$ cat config.mk
export PLATFORM = sky130hd
export DESIGN_NAME = calc_sequencer_flat
export DESIGN_NICKNAME = d
export VERILOG_FILES = /design/src/rtl/calc_pkg.sv /design/src/rtl/calc_sequencer_if.sv /design/src/rtl/calc_num_entry.sv /design/src/rtl/calc_sequencer.sv /design/src/flat_wrapper.sv
export SDC_FILE = /design/constraint.sdc
export NUM_CORES = 1
export LEC_CHECK = 0
export BUFFER_PORTS_ARGS = -buffer_cell sky130_fd_sc_hd__buf_2
export CAP_MARGIN = 20
export CORE_ASPECT_RATIO = 1.2
export CORE_UTILIZATION = 57
export DETAILED_ROUTE_END_ITERATION = 7
export PLACE_DENSITY = 0.83
export SLEW_MARGIN = 25
export SYNTH_ARGS = -nofsm -noshare
export SYNTH_HDL_FRONTEND = slang
export SYNTH_HIERARCHICAL = 1
export SYNTH_SLANG_ARGS = --single-unit
$ cat constraint.sdc
create_clock -name clk_i -period 7.95 [get_ports clk_i]
set_clock_uncertainty 0.1 [all_clocks]
set_input_delay 1.9875 -clock clk_i [delete_from_list [all_inputs] [get_ports clk_i]]
set_output_delay 1.9875 -clock clk_i [all_outputs]
set_load 0.1 [all_outputs]
$ cat src/rtl/calc_pkg.sv
// -----------------------------------------------------------------------------
// calc_pkg
// Shared types for the calculator datapath and its keypad sequencer.
//   num_t            : signed BCD number, value = significand * 10^-exponent,
//                      plus an error flag raised by the arithmetic unit.
//   op_t             : operation codes understood by the arithmetic unit.
//                      Subtraction is issued as OP_ADD with a negated operand B.
//   active_button_t  : decoded keypad event.
//   seq_state_t      : calc_sequencer control states.
// Helpers: neg() flips the sign, plus small button classifiers.
// -----------------------------------------------------------------------------
package calc_pkg;

  localparam int NumDigits = 8;
  localparam int ExpWidth  = $clog2(NumDigits);
  localparam int SigWidth  = 4 * NumDigits;

  typedef struct packed {
    logic                error;
    logic                sign;
    logic [ExpWidth-1:0] exponent;
    logic [SigWidth-1:0] significand;
  } num_t;

  localparam int NumWidth = $bits(num_t);

  typedef enum logic [1:0] {
    OP_NONE = 2'd0,
    OP_ADD  = 2'd1,
    OP_MUL  = 2'd2,
    OP_DIV  = 2'd3
  } op_t;

  typedef enum logic [4:0] {
    B_NONE       = 5'd0,
    B_0          = 5'd1,
    B_1          = 5'd2,
    B_2          = 5'd3,
    B_3          = 5'd4,
    B_4          = 5'd5,
    B_5          = 5'd6,
    B_6          = 5'd7,
    B_7          = 5'd8,
    B_8          = 5'd9,
    B_9          = 5'd10,
    B_DOT        = 5'd11,
    B_OP_ADD     = 5'd12,
    B_OP_SUB     = 5'd13,
    B_OP_MUL     = 5'd14,
    B_OP_DIV     = 5'd15,
    B_OP_EQ      = 5'd16,
    B_OP_PERCENT = 5'd17,
    B_OP_SQRT    = 5'd18,
    B_MEM_PLUS   = 5'd19,
    B_MEM_MINUS  = 5'd20,
    B_MEM_RECALL = 5'd21,
    B_MEM_CLEAR  = 5'd22,
    B_ON         = 5'd23,
    B_OFF        = 5'd24,
    B_UNKNOWN    = 5'd31
  } active_button_t;

  typedef enum logic [2:0] {
    S_OFF     = 3'd0,
    S_ENTRY_A = 3'd1,
    S_OP_WAIT = 3'd2,
    S_ENTRY_B = 3'd3,
    S_EXEC    = 3'd4,
    S_RESULT  = 3'd5,
    S_ERROR   = 3'd6
  } seq_state_t;

  function automatic num_t neg(input num_t x);
    num_t r;
    r      = x;
    r.sign = ~x.sign;
    return r;
  endfunction

  function automatic logic is_digit(input active_button_t b);
    return (b >= B_0) && (b <= B_9);
  endfunction

  function automatic logic [3:0] digit_of(input active_button_t b);
    return 4'(b - B_0);
  endfunction

  // Arithmetic operator keys; B_OP_EQ is deliberately not one of them.
  function automatic logic is_op(input active_button_t b);
    return b inside {B_OP_ADD, B_OP_SUB, B_OP_MUL, B_OP_DIV};
  endfunction

  function automatic op_t op_of(input active_button_t b);
    case (b)
      B_OP_ADD: return OP_ADD;
      B_OP_SUB: return OP_ADD;
      B_OP_MUL: return OP_MUL;
      B_OP_DIV: return OP_DIV;
      default:  return OP_NONE;
    endcase
  endfunction

endpackage

$ cat src/rtl/calc_sequencer_if.sv
// -----------------------------------------------------------------------------
// calc_sequencer_if
// Request/acknowledge link between the keypad sequencer and the shared
// arithmetic unit.
//   req    : operation request, held until ack
//   op     : operation code (never OP_NONE while req)
//   a, b   : operands (b already negated for subtraction)
//   ack    : result valid this cycle
//   result : operation result (error flag inside)
// master = sequencer side, slave = arithmetic unit side.
// -----------------------------------------------------------------------------
interface calc_sequencer_if;
  import calc_pkg::*;

  logic req;
  op_t  op;
  num_t a;
  num_t b;
  logic ack;
  num_t result;

  modport master (output req, op, a, b, input ack, result);
  modport slave  (input req, op, a, b, output ack, result);

endinterface

$ cat src/rtl/calc_num_entry.sv
// -----------------------------------------------------------------------------
// calc_num_entry
// Accumulates one operand from keypad digits and the decimal point.
//   clk_i, rst_ni   : clock, synchronous active-low reset
//   clear_i         : start from zero this cycle (may combine with an edit,
//                     giving a fresh entry that already holds the first key)
//   load_i          : replace the operand with load_val_i (takes priority)
//   load_val_i      : value to load
//   digit_valid_i   : append digit_i
//   digit_i         : BCD digit
//   dot_i           : decimal point pressed
//   value_o         : current operand
// Rules: at most NumDigits significant digits, leading integer zeros are
// dropped, only the first dot counts, fraction digits stop once the exponent
// reaches NumDigits-1.
// -----------------------------------------------------------------------------
module calc_num_entry
  import calc_pkg::*;
(
  input  logic       clk_i,
  input  logic       rst_ni,
  input  logic       clear_i,
  input  logic       load_i,
  input  num_t       load_val_i,
  input  logic       digit_valid_i,
  input  logic [3:0] digit_i,
  input  logic       dot_i,
  output num_t       value_o
);

  localparam int                    CountWidth = $clog2(NumDigits + 1);
  localparam logic [CountWidth-1:0] CountMax   = CountWidth'(NumDigits);
  localparam logic [ExpWidth-1:0]   ExpMax     = ExpWidth'(NumDigits - 1);

  num_t                  value_q, value_d, base_value;
  logic                  dot_seen_q, dot_seen_d, base_dot;
  logic [CountWidth-1:0] count_q, count_d, base_count;
  logic                  leading_zero, digits_full, frac_full, accept_digit;

  always_comb begin
    // NOTE: every variable gets a default before any branch, so no path
    // leaves one unassigned and no latch is inferred.
    base_value = clear_i ? '0 : value_q;
    base_dot   = clear_i ? 1'b0 : dot_seen_q;
    base_count = clear_i ? '0 : count_q;

    leading_zero = !base_dot && (base_value.significand == '0) && (digit_i == 4'd0);
    digits_full  = (base_count == CountMax);
    frac_full    = base_dot && (base_value.exponent == ExpMax);
    accept_digit = digit_valid_i && !leading_zero && !digits_full && !frac_full;

    value_d    = base_value;
    dot_seen_d = base_dot;
    count_d    = base_count;

    if (load_i) begin
      value_d    = load_val_i;
      dot_seen_d = 1'b0;
      count_d    = '0;
    end else if (accept_digit) begin
      value_d.significand = {base_value.significand[SigWidth-5:0], digit_i};
      count_d             = base_count + 1'b1;
      if (base_dot) begin
        value_d.exponent = base_value.exponent + 1'b1;
      end
    end else if (dot_i) begin
      dot_seen_d = 1'b1;
    end
  end

  // NOTE: reset is sampled on the clock edge (synchronous), so it lives inside
  // the clocked block and is not in the sensitivity list.
  always_ff @(posedge clk_i) begin
    if (!rst_ni) begin
      value_q    <= '0;
      dot_seen_q <= 1'b0;
      count_q    <= '0;
    end else begin
      // NOTE: non-blocking assignments keep every register update based on
      // the pre-edge values, independent of statement order.
      value_q    <= value_d;
      dot_seen_q <= dot_seen_d;
      count_q    <= count_d;
    end
  end

  assign value_o = value_q;

endmodule

$ cat src/rtl/calc_sequencer.sv
// -----------------------------------------------------------------------------
// calc_sequencer
// Keypad-to-ALU controller: turns button events into operands A and B,
// issues operations to the shared arithmetic unit and owns the display value.
//   clk_i, rst_ni   : clock, synchronous active-low reset
//   button_valid_i  : one-cycle pulse, button_i valid
//   button_i        : decoded button
//   busy_o          : operation in flight; button events are dropped
//   alu             : request/ack link to the arithmetic unit (master side)
//   display_o       : value shown on the 7-segment driver
//   display_on_o    : display enabled
//   error_o         : latched arithmetic error
// -----------------------------------------------------------------------------
module calc_sequencer
  import calc_pkg::*;
(
  input  logic                    clk_i,
  input  logic                    rst_ni,
  input  logic                    button_valid_i,
  input  active_button_t          button_i,
  output logic                    busy_o,
  calc_sequencer_if.master        alu,
  output num_t                    display_o,
  output logic                    display_on_o,
  output logic                    error_o
);

  seq_state_t state_q;
  op_t        op_q, next_op_q;
  logic       sub_q, next_sub_q;
  logic       display_on_q, error_q;

  num_t a_value, b_value;

  logic press_digit, press_dot, press_entry, press_op, press_eq, press_on, press_off;
  logic a_clear, a_load, a_edit, b_clear, b_edit;

  assign press_digit = button_valid_i && is_digit(button_i);
  assign press_dot   = button_valid_i && (button_i == B_DOT);
  assign press_entry = press_digit || press_dot;
  assign press_op    = button_valid_i && is_op(button_i);
  assign press_eq    = button_valid_i && (button_i == B_OP_EQ);
  assign press_on    = button_valid_i && (button_i == B_ON);
  assign press_off   = button_valid_i && (button_i == B_OFF);

  // Operand strobes. Leaving S_OP_WAIT / S_RESULT on a digit or dot clears
  // the operand and applies that key in the same cycle.
  always_comb begin
    a_clear = 1'b0;
    a_load  = 1'b0;
    a_edit  = 1'b0;
    b_clear = 1'b0;
    b_edit  = 1'b0;
    if (state_q == S_EXEC) begin
      a_load = alu.ack;
    end else if (press_on) begin
      a_clear = 1'b1;
      b_clear = 1'b1;
    end else if (!press_off) begin
      case (state_q)
        S_ENTRY_A: a_edit = 1'b1;
        S_OP_WAIT: begin
          b_clear = press_entry;
          b_edit  = 1'b1;
        end
        S_ENTRY_B: b_edit = 1'b1;
        S_RESULT: begin
          a_clear = press_entry;
          a_edit  = 1'b1;
        end
        default: ;
      endcase
    end
  end

  calc_num_entry u_entry_a (
    .clk_i         (clk_i),
    .rst_ni        (rst_ni),
    .clear_i       (a_clear),
    .load_i        (a_load),
    .load_val_i    (alu.result),
    .digit_valid_i (a_edit && press_digit),
    .digit_i       (digit_of(button_i)),
    .dot_i         (a_edit && press_dot),
    .value_o       (a_value)
  );

  calc_num_entry u_entry_b (
    .clk_i         (clk_i),
    .rst_ni        (rst_ni),
    .clear_i       (b_clear),
    .load_i        (1'b0),
    .load_val_i    ('0),
    .digit_valid_i (b_edit && press_digit),
    .digit_i       (digit_of(button_i)),
    .dot_i         (b_edit && press_dot),
    .value_o       (b_value)
  );

  // Control FSM. S_EXEC ignores every button, including ON/OFF; only the
  // ack (or reset) leaves it.
  always_ff @(posedge clk_i) begin
    if (!rst_ni) begin
      state_q      <= S_OFF;
      op_q         <= OP_NONE;
      sub_q        <= 1'b0;
      next_op_q    <= OP_NONE;
      next_sub_q   <= 1'b0;
      display_on_q <= 1'b0;
      error_q      <= 1'b0;
    end else if (state_q == S_EXEC) begin
      if (alu.ack) begin
        if (alu.result.error) begin
          state_q <= S_ERROR;
          error_q <= 1'b1;
        end else if (next_op_q != OP_NONE) begin
          // Chained operator: the result is already A, continue with it.
          op_q      <= next_op_q;
          sub_q     <= next_sub_q;
          next_op_q <= OP_NONE;
          state_q   <= S_OP_WAIT;
        end else begin
          state_q <= S_RESULT;
        end
      end
    end else if (press_on) begin
      state_q      <= S_ENTRY_A;
      op_q         <= OP_NONE;
      sub_q        <= 1'b0;
      next_op_q    <= OP_NONE;
      next_sub_q   <= 1'b0;
      display_on_q <= 1'b1;
      error_q      <= 1'b0;
    end else if (press_off && (state_q != S_OFF)) begin
      state_q      <= S_OFF;
      display_on_q <= 1'b0;
      error_q      <= 1'b0;
    end else begin
      case (state_q)
        S_ENTRY_A, S_RESULT: begin
          if (press_op) begin
            op_q    <= op_of(button_i);
            sub_q   <= (button_i == B_OP_SUB);
            state_q <= S_OP_WAIT;
          end else if (press_entry && (state_q == S_RESULT)) begin
            state_q <= S_ENTRY_A;
          end
        end
        S_OP_WAIT: begin
          if (press_op) begin
            op_q  <= op_of(button_i);
            sub_q <= (button_i == B_OP_SUB);
          end else if (press_entry) begin
            state_q <= S_ENTRY_B;
          end
        end
        S_ENTRY_B: begin
          if (press_eq) begin
            next_op_q  <= OP_NONE;
            next_sub_q <= 1'b0;
            state_q    <= S_EXEC;
          end else if (press_op) begin
            next_op_q  <= op_of(button_i);
            next_sub_q <= (button_i == B_OP_SUB);
            state_q    <= S_EXEC;
          end
        end
        default: ;
      endcase
    end
  end

  assign busy_o       = (state_q == S_EXEC);
  assign alu.req      = (state_q == S_EXEC);
  assign alu.op       = op_q;
  assign alu.a        = a_value;
  assign alu.b        = sub_q ? neg(b_value) : b_value;
  assign display_on_o = display_on_q;
  assign error_o      = error_q;

  // Display follows the operand being edited; A holds results.
  always_comb begin
    case (state_q)
      S_OFF:     display_o = '0;
      S_ENTRY_B: display_o = b_value;
      default:   display_o = a_value;
    endcase
  end

endmodule

$ cat src/flat_wrapper.sv
// flat-port wrapper written by rule: the top's interface ports become plain ports
module calc_sequencer_flat import calc_pkg::*;
  (clk_i, rst_ni, button_valid_i, button_i, busy_o, display_o, display_on_o, error_o, alu_req, alu_op, alu_a, alu_b, alu_ack, alu_result);
  calc_sequencer_if alu_i ();
  input  logic clk_i;
  input  logic rst_ni;
  input  logic button_valid_i;
  input  active_button_t button_i;
  output logic busy_o;
  output num_t display_o;
  output logic display_on_o;
  output logic error_o;
  output wire logic [$bits(alu_i.req)-1:0] alu_req;
  output wire logic [$bits(alu_i.op)-1:0] alu_op;
  output wire logic [$bits(alu_i.a)-1:0] alu_a;
  output wire logic [$bits(alu_i.b)-1:0] alu_b;
  input wire logic [$bits(alu_i.ack)-1:0] alu_ack;
  input wire logic [$bits(alu_i.result)-1:0] alu_result;
  assign alu_req = alu_i.req;
  assign alu_op = alu_i.op;
  assign alu_a = alu_i.a;
  assign alu_b = alu_i.b;
  assign alu_i.ack = alu_ack;
  assign alu_i.result = alu_result;
  calc_sequencer u_core (.clk_i(clk_i), .rst_ni(rst_ni), .button_valid_i(button_valid_i), .button_i(button_i), .busy_o(busy_o), .alu(alu_i), .display_o(display_o), .display_on_o(display_on_o), .error_o(error_o));
endmodule
* After elaboration in Yosys (flattened, before gate mapping)
Index checks and enable logic that the tools add are counted.
** Operators by class
- $lt $le $gt $ge :: 2
- Equality and inequality tests :: 27
- Bitwise gates (word level) :: 2
- Reduce and logical (&&, ||, !) cells :: 62
- Mux-type cells :: 85
- Add/subtract/negate cells :: 5
** Operators by type and width (number)
- 35-bit two-way mux :: 4
- 37-bit one-hot mux with 2 select lines :: 1
- 32-bit logical NOT :: 2
- 3-bit two-way mux :: 14
- 1-bit two-way mux :: 41
- 37-bit two-way mux :: 1
- 36-bit two-way mux :: 1
- 2-bit two-way mux :: 17
- 5-bit by 4-bit == test with 1-bit output, second input constant :: 5
- 1-bit logical AND :: 25
- 6-bit AND reduction :: 3
- 3-bit nonzero test :: 6
- 4-bit two-way mux :: 4
- 5-bit == test, second input constant :: 3
- 3-bit == test, second input constant :: 4
- 3-bit one-hot mux with 3 select lines :: 1
- 4-bit by 1-bit adder with 4-bit output, second input constant :: 2
- 4-bit == test, second input constant :: 2
- 1-bit logical NOT :: 8
- 2-bit by 1-bit inequality test with 1-bit output, second input constant :: 4
- 2-bit nonzero test :: 4
- 4-bit nonzero test :: 2
- 2-bit OR reduction :: 4
- 3-bit by 1-bit adder with 3-bit output, second input constant :: 2
- 21 further kinds :: 23
** Word-level totals
- Word-level logic and storage cells :: 200
- Input port bits :: 46
- Output and inout port bits :: 117
- Bits in registers :: 93

* Longest topological paths before layout
Gate-level depths: netlist (run 1).
- Depth after elaboration :: 18
- Depth in mapped cells :: 18
- Gate-level depth less buffers :: 13

* Modules after synthesis
The synthesis (run 1) kept the hierarchy.
** Modules (own cells, without submodules)
- calc_num_entry :: cells an instance 249, area each 2145.8 um2, seq. area each 840.8 um2, times used 2
- calc_sequencer :: cells an instance 183, area each 1432.6 um2, seq. area each 220.2 um2, times used 1

* Worst setup path after synthesis (run 1)
No wires, ideal clock.
- Kind :: input port to flip-flop
- From :: input button_i[2]
- To :: register u_core.u_entry_b.value_q (netlist bit u_core/u_entry_b/value_o[19])
- Setup time :: 0.132 ns
- Required time :: 7.718 ns
- Arrival time :: 5.107 ns
- Path buffers :: 5
- Setup slack :: 2.611 ns
- Stages on the path :: 17
- Cell sequence :: buf_4 > nor3_1 > nor3b_1 > nor3_1 > a32o_1 > buf_2 > clkinv_1 > clkbuf_1 > nand2_1 > ha_1 > and4bb_4 > a211oi_4 > a21bo_1 > buf_6 > buf_4 > nand4_1 > o311ai_1
** Between the ends
- Longest elaborated chain between the ends :: 17
- Elaborated cells on any way between the ends :: 38
- Those cells by class :: add/sub (1); order compare (2); eq/ne (5); mux (11); reduce/logical (19)
** RTL lines
- start: declaration :: line flat_wrapper.sv:8 : input active_button_t button_i;
- 5-bit by 1-bit >= comparator with 1-bit output / 5-bit by 4-bit less-or-equal comparator with 1-bit output (equally long branches) :: line calc_pkg.sv:81 : return (b >= B_0) && (b <= B_9);
- 1-bit logical AND :: line calc_pkg.sv:81
- 1-bit logical AND :: line calc_sequencer.sv:38 : assign press_digit = button_valid_i && is_digit(button_i);
- 1-bit logical OR :: line calc_sequencer.sv:40 : assign press_entry = press_digit || press_dot;
- 1-bit two-way mux :: line calc_sequencer.sv:60 : case (state_q)
- 1-bit two-way mux :: line calc_sequencer.sv:59 : end else if (!press_off) begin
- 1-bit two-way mux (*) :: line calc_sequencer.sv:56 : end else if (press_on) begin
- 1-bit two-way mux (*) :: line calc_sequencer.sv:54 : if (state_q == S_EXEC) begin
- via u_core.b_clear :: line calc_sequencer.sv:36 : logic a_clear, a_load, a_edit, b_clear, b_edit;
- 35-bit two-way mux / 1-bit two-way mux (equally long branches) :: line calc_num_entry.sv:43, calc_num_entry.sv:44
- 32-bit logical NOT / 1-bit logical NOT (equally long branches) :: line calc_num_entry.sv:47 : leading_zero = !base_dot && (base_value.significand == '0) && (digit_i == 4'd0);
- 1-bit logical AND (2 in series) :: line calc_num_entry.sv:47
- 1-bit logical NOT :: line calc_num_entry.sv:50 : accept_digit = digit_valid_i && !leading_zero && !digits_full && !frac_full;
- 1-bit logical AND (3 in series) :: line calc_num_entry.sv:50
- 35-bit two-way mux (*) :: line calc_num_entry.sv:60 : end else if (accept_digit) begin
- end signal: assignment :: line calc_num_entry.sv:81 : value_q <= value_d;
- end: declaration :: line calc_num_entry.sv:35 : num_t value_q, value_d, base_value;
The timed path passes the listed nets; every way through them passes the cells marked *.
A chain may end at the register's enable or synchronous reset.

* Worst setup path in the final report (run 1)
- From :: input button_i[0]
- To :: register u_core.u_entry_a.value_q (netlist bit u_core/u_entry_a/value_o[4])
** Between the ends
- Longest elaborated chain between the ends :: 18
- Elaborated cells on any way between the ends :: 39
- Those cells by class :: add/sub (1); order compare (2); eq/ne (5); mux (12); reduce/logical (19)
** RTL lines
- 5-bit by 1-bit >= comparator with 1-bit output / 5-bit by 4-bit less-or-equal comparator with 1-bit output (equally long branches) :: line calc_pkg.sv:81
- 1-bit logical AND :: line calc_pkg.sv:81
- 1-bit logical AND :: line calc_sequencer.sv:38
- 1-bit logical OR :: line calc_sequencer.sv:40
- 1-bit two-way mux :: line calc_sequencer.sv:60
- 1-bit two-way mux :: line calc_sequencer.sv:59
- 1-bit two-way mux (*) :: line calc_sequencer.sv:56
- 1-bit two-way mux (*) :: line calc_sequencer.sv:54
- via u_core.a_clear :: line calc_sequencer.sv:36
- 37-bit two-way mux / 1-bit two-way mux (equally long branches) :: line calc_num_entry.sv:43, calc_num_entry.sv:44
- 32-bit logical NOT / 1-bit logical NOT (equally long branches) :: line calc_num_entry.sv:47
- 1-bit logical AND (2 in series) :: line calc_num_entry.sv:47
- 1-bit logical NOT :: line calc_num_entry.sv:50
- 1-bit logical AND (3 in series) :: line calc_num_entry.sv:50
- 35-bit two-way mux (*) :: line calc_num_entry.sv:60
- 35-bit two-way mux (*) :: line calc_num_entry.sv:56 : if (load_i) begin
- end signal: assignment :: line calc_num_entry.sv:81
- end: declaration :: line calc_num_entry.sv:35
The timed path passes the listed nets; every way through them passes the cells marked *. The select of a mux whose other input is x is not followed.

==> impl_metrics.csv, run 1 <==
group,metric,value,unit
critical_path,rrSetupSlack,3.37,ns
timing,max_freq,161,MHz
placement,hpwlAfterDp,14900,um
logic_synthesis,ys_ff_latch,95,
cts,clkSinkCount,95,
logic_synthesis,yosys_warnings,6,
grt,grt_pass1_wl,30600,um
critical_path,critPathKind,"primary input to flip-flop",
routing,viasPerCell,6.45,
floorplanning,coreArea,0.00966,mm2
critical_path,required,8.11,ns
cts,cts_hold_buf,0,
finish,syn_to_final_growth,21.4,%
pwr,report.power.total,1.46,mW
pwr,p_leak,3.12,nW
timing,fin_setup_tns,0,ns
routing,drc,0,
logic_synthesis,async_flop_share,0,
timing,slew_headroom,0.283,
grt,grt_max_degree,40,
timing,finalSetupViolCount,0,
floorplanning,ios,163,
logic_synthesis,syn-cell-area,0.00572,mm2
timing,holdWs,0.384,ns
timing,worstMarginPinSlew,1.08,ns
critical_path,r2r.worst_path.cells,12,
finish,fillers,806,
finish,diodes,0,
critical_path,worstReg2RegEnd,"u_core/u_entry_a/value_o[4]",
job,cap_viol_max_count,0,
placement,gp_congestion,0.961,
cts,cts-root-buf,"clkbuf_16",
cts,cts_resized,0,
critical_path,startpoint_type,"primary input",
critical_path,cp_max_fo,19,
hold_path,hold_class,"flip-flop to flip-flop",
routing,drt-wirelength-per-cell,20.5,um
status,status,"completed",
cts,clkLatencyLatePin,0.35,ns
grt,track_usage,0.383,
cts,numCtsBuffers,9,
pwr,p_per_area,210,mW/mm2
grt,grt_remaining_overflow,0,
routing,routed_wl,20100,um
logic_synthesis,synth_area_per_cell,8.41,um2
timing,fin_crit,6.21,ns
cts,clock_path_buffers,2,
routing,ant_nets,0,
timing,hold_viol,0,
routing,vias,6323,
critical_path,cp-startpoint,"button_i[0]",
floorplanning,fp.dieH,112,um
logic_synthesis,ys_types,70,
logic_synthesis,synth-edff-count,0,
floorplanning,dieArea,0.0104,mm2
routing,dr.pass1.iters,6,
critical_path,r2r_start,"u_core/state_q[0]",
critical_path,crit_path_end,"u_core/u_entry_a/value_o[4]",
timing,rsz0062_at_grt,"false",
timing,period_share,0.781,
critical_path,endpoint_kind,"flip-flop",
floorplanning,start_util,0.592,
logic_synthesis,syn-instance-count,681,
pwr,ir_worst_vdd,181,uV
finish,nNetsFinal,911,
grt,grt_pass1_vias,5802,
cts,post-cts-setup-buffers,0,
routing,drt_iter0_drc,685,
grt,antenna_found_initial,0,
logic_synthesis,synth_top_area_cell,"dfxtp_1",
cts,clkTransAtPathRegs,0.07,ns
timing,maxSlewViolCount,0,
logic_synthesis,synth.top_cell.area_share,0.332,
floorplanning,num_rows,39,
logic_synthesis,yosysSeqAreaShare,0.332,
finish,drive_gt1_frac,0.249,
critical_path,critPathArrivalTime,6.36,ns
placement,postPlaceCellArea,0.00664,mm2
floorplanning,die_w,93.5,um
finish,final_area,0.00695,mm2
logic_synthesis,synthTopCellsByArea,"dfxtp_1, a22o_1, nand2_1, o21ai_0, nand4_1",
cts,cts_tree,"built",
cts,cts_max_level,3,
logic_synthesis,synthFlopType,"dfxtp_1",
placement,io_buffers,162,
==> worst max-delay path, cell delays in order <==
cell and delay (ns):
buf_2 0.12, inv_1 0.20, ha_1 0.26, o31ai_1 0.12
or4_4 0.54, nand2_1 0.36, clkinv_1 0.55, nand2_1 0.27
ha_1 0.18, and4bb_4 0.29, a211oi_4 0.10, a21bo_1 0.64
nand3_1 0.43, o21ai_0 0.30
==> routing by layer <==
layer | part of all wire | track usage | vias to the layer above | wire [um]
met5 | 0.0031 | 0.0441 | - | 62
met4 | 0.045 | 0.207 | 2 | 911
met3 | 0.10 | 0.0813 | 71 | 2030
met2 | 0.46 | 0.594 | 440 | 9300
met1 | 0.39 | 0.489 | 2924 | 7810
li1 | - | - | 2886 | -
==> placed cells by master (no fill, tap or decap), types with 19 or more instances in the layout <==
cell / synthesis / final
conb_1: 1 / 42
a22o_1: 37 / 37
inv_1: 42 / 42
o211ai_1: 21 / 21
a21oi_1: 26 / 25
a22oi_1: 22 / 22
dfxtp_1: 95 / 95
buf_2: 13 / 162
nand4_1: 27 / 27
o21ai_0: 37 / 37
nand2_1: 76 / 76
nor2_1: 19 / 19
==> through the flow <==
step / worst slack (ns) / utilization / std cells
4_1_cts: 1.82 / 0.719 / 980
3_5_place_dp: 1.49 / 0.687 / 964
6_report: 1.74 / 0.719 / 980
5_1_grt: 1.40 / 0.719 / 980
2_1_floorplan: 2.61 / - / 722
3_3_place_gp: 1.72 / 0.687 / 964
==> worst min-delay path by stage <==
stage	start	end	slack (ns)	depth (start not counted)
after floorplan	u_core/u_entry_a/count_q[2]	u_core/u_entry_a/count_q[2]	0.37	2
after global placement	u_core/error_o	u_core/error_o	0.37	2
after detailed placement	u_core/error_o	u_core/error_o	0.37	2
after CTS	u_core/error_o	u_core/error_o	0.39	2
after global routing	u_core/display_on_o	u_core/display_on_o	0.41	2
final	u_core/error_o	u_core/error_o	0.38	2
==> where the power goes <==
group          switching, mW  internal, mW  total (mW)
Clock                  0.195         0.254       0.449
Sequential            0.0388         0.498       0.536
Combinational          0.363         0.109       0.472
Total                  0.596         0.861        1.46
==> Yosys cell counts, types with 4 or more instances <==
cell and instances:
o311ai_1 4, a22oi_1 22, nand4_1 27, ha_1 13, nand2_1 76, a22o_1 37, and3_1 9, o22ai_1 6
a21o_1 14, nor2b_1 17, a21oi_1 26, buf_6 4, nor2_1 19, and2_1 7, o311ai_0 12, dfxtp_1 95
o211ai_1 21, o31ai_1 7, nor3_1 10, a311oi_1 4, o21ai_2 4, clkbuf_1 26, o21ai_0 37, inv_1 42
buf_2 13, buf_4 4, mux2i_1 8, nand3_1 16, a221oi_1 9, a32oi_1 6, nor4_1 16
==> cell type report <==
| cell class | instances | area, um2 | area share |
|---|---|---|---|
| multi-input combinational | 535 | 3570 | 0.514 |
| sequential | 95 | 1900 | 0.274 |
| timing repair buffer | 166 | 841 | 0.121 |
| clock buffer | 10 | 239 | 0.0344 |
| inverter | 45 | 169 | 0.0243 |
| tap | 123 | 154 | 0.0222 |
| clock inverter | 6 | 68.8 | 0.00991 |
==> logic make-up after synthesis <==
logic type | count (synthesis) | synth area share
AND/OR/NAND/NOR | 223 | 0.207
other | 1 | 0.000655
multiplexers | 8 | 0.0140
adder cells (fa/ha/maj) | 13 | 0.0284
AO/OA/AOI/OAI | 246 | 0.342
flip-flops | 95 | 0.332
buffers and inverters | 92 | 0.0710
XOR/XNOR | 3 | 0.00459
==> flip-flops by register name, summed over array words and instances (netlist names), 2 cells and up <==
signal,count
u_core/u_entry_a/value_o,37
u_core/u_entry_b/value_o,37
u_core/u_entry_a/count_q,4
u_core/u_entry_b/count_q,4
u_core/state_q,3
u_core/alu.op,2
u_core/next_op_q,2
No activity file was read; power rests on OpenSTA's default activity.
==> run 2, diff against run 1 <==
CORE_UTILIZATION = 53   (was 57)
PLACE_DENSITY = 0.78   (was 0.83)
clock period = 5.9 ns   (was 7.95 ns; I/O delays follow)
==> impl_metrics.csv, run 2 (same netlist as run 1, synthesis figures left out) <==
group,metric,value,unit
status,status,"completed",
timing,max_freq,195,MHz
finish,drive_gt1_frac,0.253,
timing,fin_crit,5.13,ns
floorplanning,dieArea,0.0112,mm2
cts,cts-root-buf,"clkbuf_16",
cts,cts_hold_buf,0,
critical_path,r2r.worst_path.cells,12,
finish,nNetsFinal,916,
cts,clock_path_buffers,2,
routing,viasPerCell,6.46,
pwr,ir_worst_vdd,189,uV
finish,layout_common_cells,"buf_2, dfxtp_1, nand2_1, inv_1, conb_1",
critical_path,r2r_start,"u_core/state_q[0]",
routing,drt_iter0_drc,503,
timing,finalSetupViolCount,0,
timing,fin_setup_tns,0,ns
timing,worstMarginPinSlew,1.05,ns
critical_path,rrSetupSlack,1.68,ns
placement,gp_congestion,0.892,
grt,track_usage,0.356,
cts,post-cts-setup-buffers,0,
placement,hpwlAfterDp,15000,um
floorplanning,die_w,96.9,um
cts,cts_resized,0,
timing,period_share,0.870,
timing,slew_headroom,0.302,
timing,hold_viol,0,
hold_path,hold_class,"flip-flop to flip-flop",
finish,fin_cells,991,
cts,clkSinkCount,95,
floorplanning,ios,163,
hold_path,hold_path_end,"u_core/error_o",
routing,drc,0,
timing,rsz0062_at_grt,"false",
critical_path,endpoint_kind,"flip-flop",
grt,antenna_found_initial,0,
routing,drt-wirelength-per-cell,20.7,um
critical_path,critPathKind,"primary input to flip-flop",
timing,maxSlewViolCount,0,
pwr,report.power.total,1.98,mW
floorplanning,fp.dieH,116,um
floorplanning,num_rows,41,
hold_path,holdPathStages,2,
routing,dr.pass1.iters,6,
critical_path,cp_max_fo,19,
grt,grt_remaining_overflow,0,
floorplanning,start_util,0.544,
timing,holdWs,0.387,ns
finish,diodes,0,
finish,final_common_cell,"buf_2",
routing,routed_wl,20500,um
finish,syn_to_final_growth,22.1,%
routing,vias,6406,
finish,final_area,0.00699,mm2
cts,clkLatencyLatePin,0.35,ns
cts,clkTransAtPathRegs,0.07,ns
job,cap_viol_max_count,0,
floorplanning,coreArea,0.0105,mm2
pwr,p_leak,3.14,nW
grt,grt_pass1_wl,31300,um
critical_path,worstReg2RegEnd,"u_core/u_entry_a/value_o[15]",
grt,grt_max_degree,40,
routing,ant_nets,0,
placement,dp_cells,975,
grt,grt_pass1_vias,5866,
pwr,p_per_area,283,mW/mm2
critical_path,startpoint_type,"primary input",
placement,io_buffers,162,
cts,cts_max_level,3,
hold_path,min_from,"u_core/error_o",
critical_path,critPathArrivalTime,5.29,ns
cts,numCtsBuffers,9,
placement,postPlaceCellArea,0.00668,mm2
critical_path,required,6.05,ns
cts,cts_tree,"built",
==> run 2: cell types whose count changed in the layout (fill, tap and decap cells not counted) <==
cell,previous run,this run
buf_4,4,9
inv_8,0,2
clkbuf_8,1,0
clkinv_4,2,1
clkinvlp_4,1,2
inv_6,1,0
==> run 2: worst max-delay path by stage <==
| stage | from | slack (ns) | end | depth (start not counted) |
|---|---|---|---|---|
| floorplan | button_i[2] | 1.07 | u_core/u_entry_b/value_o[19] | 17 |
| global placement | button_i[0] | 0.65 | u_core/u_entry_a/value_o[6] | 14 |
| detailed placement | button_i[0] | 0.57 | u_core/u_entry_b/value_o[27] | 14 |
| CTS | button_i[0] | 0.84 | u_core/u_entry_a/value_o[15] | 14 |
| global route | button_i[0] | 0.50 | u_core/u_entry_a/value_o[15] | 14 |
| finish | button_i[0] | 0.77 | u_core/u_entry_a/value_o[15] | 14 |
==> run 2: per-layer routing <==
metal,track usage,up-vias,share of wire
met5,0,-,0
met4,0.149,0,0.033
met3,0.0669,50,0.083
met2,0.606,391,0.48
met1,0.445,3053,0.40
li1,-,2912,-
==> run 2: layout make-up <==
class,count,area (um2)
inverter,45,169
timing repair buffer,171,878
multi-input combinational,535,3570
clock buffer,9,225
fill,925,3530
sequential,95,1900
tap,129,161
clock inverter,7,81.3
==> run 2: through the flow <==
step | util | setup slack [ns]
2_1_floorplan | - | 1.07
3_3_place_gp | 0.636 | 0.654
3_5_place_dp | 0.636 | 0.570
4_1_cts | 0.665 | 0.845
5_1_grt | 0.665 | 0.503
6_report | 0.665 | 0.769
==> run 2: critical path: stages <==
cell and delay (ns):
buf_2 0.12, inv_1 0.21, ha_1 0.28, o31ai_1 0.12, or4_4 0.54, nand2_1 0.36, clkinv_1 0.16, nand2_1 0.12
ha_1 0.15, and4bb_4 0.29, a211oi_4 0.08, a21bo_1 0.62, nand3_1 0.43, o21ai_0 0.32
==> run 2: where the power goes <==
group / total [mW] / internal (mW) / switching [mW] / leakage [nW]
registers: 0.724 / 0.670 / 0.0539 / 0.773
clock network: 0.611 / 0.335 / 0.276 / 0.145
logic: 0.640 / 0.150 / 0.490 / 2.22
==> run 3, diff against run 2 <==
--- a/config.mk
+++ b/config.mk
@@ -12,4 +12,5 @@
 export DETAILED_ROUTE_END_ITERATION = 7
 export PLACE_DENSITY = 0.78
+export RECOVER_POWER = 100
 export SLEW_MARGIN = 25
 export SYNTH_ARGS = -nofsm -noshare
--- a/constraint.sdc
+++ b/constraint.sdc
@@ -3,3 +3,3 @@
 set_input_delay 1.475 -clock clk_i [delete_from_list [all_inputs] [get_ports clk_i]]
 set_output_delay 1.475 -clock clk_i [all_outputs]
-set_load 0.1 [all_outputs]
+set_load 0.05 [all_outputs]
==> impl_metrics.csv, run 3 (same netlist as run 1, synthesis figures left out) <==
group,metric,value,unit
critical_path,cp_max_fo,39,
cts,numCtsBuffers,9,
timing,setup_ws,0.404,ns
floorplanning,num_rows,41,
finish,layout_common_cells,"clkbuf_1, dfxtp_1, nand2_1, buf_2",
timing,rsz0062_at_grt,"false",
pwr,p_per_area,274,mW/mm2
timing,period_share,0.931,
grt,top_usage_layer,"met2",
routing,viasPerCell,6.40,
placement,gp_congestion,0.892,
timing,fin_crit,5.50,ns
timing,fin_setup_tns,0,ns
cts,clkLatencyLatePin,0.35,ns
floorplanning,dieArea,0.0112,mm2
placement,dp_worst_setup_slack,0.570,ns
cts,cts_hold_buf,0,
cts,cts_tree,"built",
timing,holdWs,0.393,ns
routing,ant_nets,0,
floorplanning,die_w,96.9,um
hold_path,hold_class,"flip-flop to flip-flop",
grt,met3_usage,0.0669,
critical_path,startpoint_type,"flip-flop",
pwr,ir_worst_vdd,188,uV
grt,grt_remaining_overflow,0,
timing,slew_headroom,-0.214,
critical_path,critPathArrivalTime,3.92,ns
routing,routed_wl,20500,um
floorplanning,ios,163,
timing,maxSlewViolCount,40,
finish,post-route-util,0.642,
grt,grt_use_met2,0.606,
floorplanning,start_util,0.544,
routing,vias,6338,
critical_path,critPathKind,"flip-flop to primary output",
floorplanning,coreArea,0.0105,mm2
cts,post-cts-setup-buffers,0,
cts,clock_path_buffers,2,
grt,grt_max_degree,40,
finish,drive_gt1_frac,0.0998,
cts,cts-root-buf,"clkbuf_16",
critical_path,endpoint_kind,"primary output",
job,cap_viol_max_count,1,
cts,cts_resized,0,
timing,hold_viol,0,
routing,drt-wirelength-per-cell,20.7,um
grt,grt_pass1_vias,5866,
finish,final_common_cell,"clkbuf_1",
critical_path,required,4.32,ns
routing,drt_iter0_drc,531,
finish,nNetsFinal,916,
cts,cts_max_level,3,
routing,dr.pass1.iters,5,
grt,antenna_found_initial,0,
routing,drc,0,
status,status,"finished, violations left",
finish,diodes,0,
grt,grt_pass1_wl,31300,um
timing,max_freq,182,MHz
timing,finalSetupViolCount,0,
pwr,p_leak,2.63,nW
floorplanning,fp.dieH,116,um
grt,grtUsageMet1,0.445,
status,violations,"capacitance limit, slew limit",
finish,syn_to_final_growth,18.0,%
placement,io_buffers,162,
placement,hpwlAfterDp,15000,um
cts,clkSinkCount,95,
grt,track_usage,0.356,
timing,worstMarginPinSlew,1.82,ns
cts,clkTransAtPathRegs,0.07,ns
==> run 3: critical path, cell delays in order, from the launching register on <==
cell	delay [ns]
dfxtp_1	0.53
nor2b_1	0.26
and2_1	0.15
clkbuf_1	1.29
a21oi_1	0.35
buf_4	0.39
a22o_1	0.26
clkbuf_1	0.31
==> run 3: metal layers <==
layer / vias up / part of all wire
li1: 2909 / -
met3: 51 / 0.082
met2: 364 / 0.48
met1: 3014 / 0.40
met4: 0 / 0.033
met5: - / 0
==> run 3: power breakdown <==
| group | switching (mW) | internal, mW |
|---|---|---|
| combinational | 0.377 | 0.135 |
| clock | 0.276 | 0.335 |
| sequential | 0.0547 | 0.670 |
==> run 3: cell type report <==
| type | instances | area, um2 |
|---|---|---|
| multi-input cells | 535 | 3500 |
| inverters | 45 | 169 |
| fillers | 1033 | 3760 |
| clock buffers | 9 | 225 |
| flip-flops and latches | 95 | 1900 |
| clock inverters | 7 | 81.3 |
| well taps | 129 | 161 |
| repair buffers | 171 | 719 |
==> run 3: final timing paths <==
kind                                         from                           end  slack, ns  depth (start not counted)
worst max-delay path            u_core/state_q[1]                  display_o[9]       0.40                          7
worst min-delay path               u_core/error_o                u_core/error_o       0.39                          2
worst max register to register  u_core/state_q[1]  u_core/u_entry_a/value_o[33]       1.60                         10
worst min register to register     u_core/error_o                u_core/error_o       0.39                          2
==> run 3: metrics by stage <==
step                      instance area [um2]  power (mW)  std cells
after floorplan                          5880        1.12        722
after global placement                   6680        1.25        975
after CTS                                6990        1.85        991
after global routing                     6750        1.91        991
after detailed placement                 6680        1.25        975
final                                    6750        1.85        991
